`config.mk`:
```
export PLATFORM = sky130hd
export DESIGN_NAME = cmpx_div_seq
export DESIGN_NICKNAME = d
export VERILOG_FILES = /design/src/rtl/cmpx_div_seq.sv
export SDC_FILE = /design/constraint.sdc
export NUM_CORES = 1
export LEC_CHECK = 0
export BUFFER_PORTS_ARGS = -buffer_cell sky130_fd_sc_hd__buf_4
export CAP_MARGIN = 20
export CORE_ASPECT_RATIO = 0.8
export CORE_UTILIZATION = 50
export DETAILED_ROUTE_END_ITERATION = 6
export GPL_TIMING_DRIVEN = 1
export PLACE_DENSITY_LB_ADDON = 0.2
export RECOVER_POWER = 25
export SKIP_LAST_GASP = 1
export SYNTH_ARGS = -nofsm -noshare
export SYNTH_HDL_FRONTEND = slang
export SYNTH_SLANG_ARGS = --single-unit
```
`constraint.sdc`:
```
create_clock -name CLK -period 6 [get_ports CLK]
set_clock_uncertainty 0.15 [all_clocks]
set_input_delay 1.2 -clock CLK [delete_from_list [all_inputs] [get_ports CLK]]
set_output_delay 1.2 -clock CLK [all_outputs]
set_load 0.03 [all_outputs]
```
`src/rtl/cmpx_div_seq.sv`:
```
// Sequential complex divider: q = (a+jb)/(c+jd), quotient in Q(M+1).F, truncated toward zero.
// Two restoring dividers run in parallel on |Re(N)|<<F and |Im(N)|<<F, one bit per cycle.
module cmpx_div_seq #(
    parameter int M = 8,
    parameter int F = 7
) (
    input  logic                CLK,
    input  logic                RST,
    input  logic                in_valid,
    output logic                in_ready,
    input  logic signed [M-1:0] num_real,
    input  logic signed [M-1:0] num_imag,
    input  logic signed [M-1:0] den_real,
    input  logic signed [M-1:0] den_imag,
    output logic                out_valid,
    input  logic                out_ready,
    output logic signed [M+F:0] q_real,
    output logic signed [M+F:0] q_imag,
    output logic                div_by_zero
);

    localparam int W  = M + F + 1;
    localparam int R  = 2 * M + 1;
    localparam int NS = 2 * M + F;
    localparam int CW = $clog2(NS);

    typedef enum logic [2:0] {IDLE, MUL, DIV, FIX, DONE} state_t;

    state_t                state_q;
    logic [CW-1:0]         cnt_q;
    logic signed [M-1:0]   a_q, b_q, c_q, d_q;
    logic [R-1:0]          dd_q;
    logic [R-1:0]          rem_q [2];
    logic [NS-1:0]         sh_q  [2];
    logic                  neg_q [2];
    logic                  zero_q;
    logic                  in_ready_q, out_valid_q, dbz_q;
    logic signed [W-1:0]   q_real_q, q_imag_q;

    logic signed [R-1:0]   ax, bx, cx, dx, nr, ni, dd;
    logic [R-1:0]          nabs  [2];
    logic [R:0]            trial [2];
    logic [R-1:0]          sub   [2];
    logic [R-1:0]          rem_d [2];
    logic [NS-1:0]         sh_d  [2];
    logic                  ge    [2];
    logic [W-1:0]          qmag  [2];
    logic [W-1:0]          qres  [2];

    always_comb begin
        ax = {{(R-M){a_q[M-1]}}, a_q};
        bx = {{(R-M){b_q[M-1]}}, b_q};
        cx = {{(R-M){c_q[M-1]}}, c_q};
        dx = {{(R-M){d_q[M-1]}}, d_q};
        nr = ax * cx + bx * dx;
        ni = bx * cx - ax * dx;
        dd = cx * cx + dx * dx;
        nabs[0] = nr[R-1] ? -nr : nr;
        nabs[1] = ni[R-1] ? -ni : ni;
    end

    // Dividend bits leave sh_q at the top while quotient bits enter at the bottom.
    always_comb begin
        for (int unsigned i = 0; i < 2; i++) begin
            trial[i] = {rem_q[i], sh_q[i][NS-1]};
            ge[i]    = trial[i] >= {1'b0, dd_q};
            sub[i]   = trial[i][R-1:0] - dd_q;
            rem_d[i] = ge[i] ? sub[i] : trial[i][R-1:0];
            sh_d[i]  = {sh_q[i][NS-2:0], ge[i]};
            qmag[i]  = sh_q[i][W-1:0];
            qres[i]  = neg_q[i] ? -qmag[i] : qmag[i];
        end
    end

    always_ff @(posedge CLK) begin
        if (!RST) begin
            state_q     <= IDLE;
            cnt_q       <= '0;
            in_ready_q  <= 1'b1;
            out_valid_q <= 1'b0;
            q_real_q    <= '0;
            q_imag_q    <= '0;
            dbz_q       <= 1'b0;
        end else begin
            case (state_q)
                IDLE: begin
                    if (in_valid && in_ready_q) begin
                        a_q        <= num_real;
                        b_q        <= num_imag;
                        c_q        <= den_real;
                        d_q        <= den_imag;
                        in_ready_q <= 1'b0;
                        state_q    <= MUL;
                    end
                end
                MUL: begin
                    dd_q   <= dd;
                    zero_q <= (dd == '0);
                    cnt_q  <= '0;
                    for (int unsigned i = 0; i < 2; i++) begin
                        neg_q[i] <= (i == 0) ? nr[R-1] : ni[R-1];
                        // |N| <= 2^(2M-1), so its top bit is always the first (zero) quotient bit.
                        rem_q[i] <= {{(R-1){1'b0}}, nabs[i][R-1]};
                        sh_q[i]  <= {nabs[i][R-2:0], {F{1'b0}}};
                    end
                    // A zero divisor skips DIV but still passes through FIX, giving a 2-edge latency.
                    state_q <= (dd == '0) ? FIX : DIV;
                end
                DIV: begin
                    for (int unsigned i = 0; i < 2; i++) begin
                        rem_q[i] <= rem_d[i];
                        sh_q[i]  <= sh_d[i];
                    end
                    cnt_q <= cnt_q + CW'(1);
                    if (cnt_q == CW'(NS - 1)) state_q <= FIX;
                end
                FIX: begin
                    q_real_q    <= zero_q ? '0 : qres[0];
                    q_imag_q    <= zero_q ? '0 : qres[1];
                    dbz_q       <= zero_q;
                    out_valid_q <= 1'b1;
                    state_q     <= DONE;
                end
                DONE: begin
                    if (out_ready) begin
                        out_valid_q <= 1'b0;
                        in_ready_q  <= 1'b1;
                        state_q     <= IDLE;
                    end
                end
                default: state_q <= IDLE;
            endcase
        end
    end

    assign in_ready    = in_ready_q;
    assign out_valid   = out_valid_q;
    assign q_real      = q_real_q;
    assign q_imag      = q_imag_q;
    assign div_by_zero = dbz_q;

endmodule

```
==> flow_metrics.tcl <==
set metrics [dict create \
    grt_pass1_wl_um 102000 \
    die_y_um 202 \
    synth_edf_count 132 \
    syn-cell-area_sq_um 25000 \
    synth-seq-cells 175 \
    area_growth_pct 22.5 \
    regArea_sq_um 4820 \
    syn_avg_cell_area_sq_um 9.66 \
    die_width_um 252 \
    worst_setup_path_start_kind "flop" \
    overflow 0 \
    port_buffers 70 \
    syn-instance-count 2587 \
    synth.distinct_cells 84 \
    finalCritPeriodShare 1.10 \
    clock-sinks 175 \
    grtUsageTotal 0.253 \
    clockRootBuffer "clkbuf_16" \
    post_dp_cell_area_sq_um 28400 \
    required_ns 5.99 \
    final_common_cell "inv_1" \
    wl_met2_um 28800 \
    final_nets 3592 \
    wl_per_cell_um 17.1 \
    synth_ff_type "edfxtp_1" \
    tightest_slew_ns 2.08 \
    yosys_warnings 0 \
    final-setup-viol-count 39 \
    setup_slack_ns -0.593 \
    finalHoldViolCount 0 \
    path_max_fanout 6 \
    wirelength_um 62000 \
    dr.pass1.iters 5 \
    place_congestion 0.879 \
    most-common-layout-cells "inv_1 (453), fa_1 (389), buf_4 (321)" \
    drcViolationCount 0 \
    drtAntennaViolNets 0 \
    async_flop_share 0 \
    wl_met3_um 3450 \
    drt-initial-drc-count 1241 \
    grt_max_degree 81 \
    multi_input_area_sq_um 19000 \
    core_area_sq_um 48800 \
    maxSlewViolCount 87 \
    status "complete, but fails checks" \
    vias 19000 \
    end_kind "flop" \
    cts.path.max_buffers 2 \
    holdWs_ns 0.375 \
    cts_made_buffers 17 \
    period_minus_slack_ns 6.59 \
    clock_latency_ns 0.47 \
    max_slew_margin -0.388 \
    drv_cap 2 \
    fmax_mhz 152 \
    synth-seq-area-share 0.193 \
    dr.max_layer_used "met4" \
    synth_top_area_cell "fa_1" \
    hp-class "flop to flop" \
    grt_pass1_vias 19900 \
    ys_top_cells_by_area "fa_1 (32%), edfxtp_1 (16%), ha_1 (10%), inv_1 (7.3%), and2_1 (4.6%)" \
    start_util 0.512 \
    fin_tns_setup_ns -18.35 \
    cts_htree_levels 4 \
    drive_above_1_share 0.221 \
    post_drt_via_cell_ratio 5.22 \
    antenna_found_initial 1 \
    synth_top_area_share 0.324 \
    wl_met1_um 29100 \
    pre_cts_slack_ns -0.912 \
    num_rows 72 \
    clk_pin_slew_ns 0.09 \
    final_area_sq_um 30600 \
    io_pins 71 \
    die_area_sq_um 50900 \
    nFillCells 4062 \
    rsz0062_at_grt "true" \
    dpl.hpwl_um 48900 \
    cts_tree "done" \
    crit_arrival_ns 6.58 \
    crit_type "flop to flop" \
    synth_nets 3228 \
    violations "capacitance limit, slew limit, setup timing" \
]
logic make-up (layout without fill, tap and decap cells):
logic type | Yosys count | in the layout | synth area share
and+or+nand+nor | 738 | 738 | 0.150
other | 0 | 1 | 0
buffers and inverters | 582 | 958 | 0.0902
adders and majority gates | 605 | 605 | 0.424
xor gates and xnor gates | 147 | 148 | 0.0542
DFF | 175 | 175 | 0.193
muxes | 14 | 14 | 0.00576
AOI/OAI and AO/OA | 326 | 326 | 0.0823
layer usage:
metal	global-route usage	vias to the layer above
li1	-	8933
met1	0.376	9481
met2	0.400	507
met3	0.0317	40
met4	0.0457	0
met5	0	-
flip-flops by register name, indices dropped and copies added, names as in the netlist:
signal	count
div_by_zero	1
c_q	8
rem_q	34
sh_q	46
d_q	8
a_q	8
cnt_q	5
state_q	3
zero_q	1
q_imag	16
out_valid	1
neg_q	2
dd_q	17
b_q	8
in_ready	1
q_real	16
Yosys cell counts, types with 4 or more instances:
cell type,number
a211oi_1,15
a21o_1,17
a21oi_1,100
a22oi_1,30
a31oi_1,9
and2_1,182
and3_1,10
clkbuf_1,82
dfxtp_1,43
edfxtp_1,132
fa_1,404
ha_1,201
inv_1,488
mux2i_1,11
nand2_1,218
nand2b_1,38
nand3_1,28
nand3b_1,4
nand4_1,12
nor2_1,135
nor2b_1,42
nor3_1,24
nor3b_1,6
nor4_1,4
o211ai_1,7
o21a_1,14
o21ai_0,43
o21ai_1,36
o21bai_1,5
o31ai_1,13
o41ai_1,5
or2_1,4
or2_2,4
or3_1,8
or4_1,8
xnor2_1,96
xor2_1,46
final timing paths:
path / startpoint / end / slack, ns / depth (start not counted)
worst max-delay path: c_q[3] / sh_q[0][8] / -0.59 / 26
worst min register to register: q_imag[1] / q_imag[1] / 0.37 / 2
worst min-delay path: q_imag[1] / q_imag[1] / 0.37 / 2
worst max register to register: c_q[3] / sh_q[0][8] / -0.59 / 26
worst max-delay path: stages (launching register included):
cell      delay, ns
edfxtp_1       0.47
buf_12         0.18
and2_4         0.16
fa_1           0.55
inv_2          0.04
fa_2           0.53
inv_2          0.04
fa_1           0.48
fa_2           0.54
inv_2          0.04
fa_2           0.42
fa_1           0.53
inv_2          0.05
ha_4           0.16
or3_4          0.39
buf_6          0.13
o211ai_1       0.20
a21oi_2        0.12
a211oi_4       0.28
buf_6          0.15
xnor2_4        0.11
buf_12         0.14
buf_6          0.10
buf_6          0.10
nor2_2         0.03
a21oi_2        0.11
o21ai_1        0.06
final cells by class:
cell class | instances | share of cell area
Timing Repair Buffer | 435 | 0.114
Sequential cell | 175 | 0.158
Tap cell | 666 | 0.0272
Inverter | 491 | 0.0605
Clock buffer | 18 | 0.0140
Clock inverter | 14 | 0.00446
Multi-Input combinational cell | 1831 | 0.622
Antenna cell | 1 | 0.0000817
metrics by stage:
stage          cells   util
2_1_floorplan   2587      -
3_3_place_gp    3530  0.582
3_5_place_dp    3530  0.582
4_1_cts         3594  0.611
5_1_grt         3630  0.627
6_report        3631  0.627
timing repair:
item	CTS	global route
gates resized for setup	120	147
setup endpoints to repair	43	41
hold buffers	0	0
buffers inserted	34	36
gates cloned	1	1
pin swaps	81	118
Power is not shown: default switching activity piles up to over one toggle a cycle in this logic, so the estimate is an artifact.
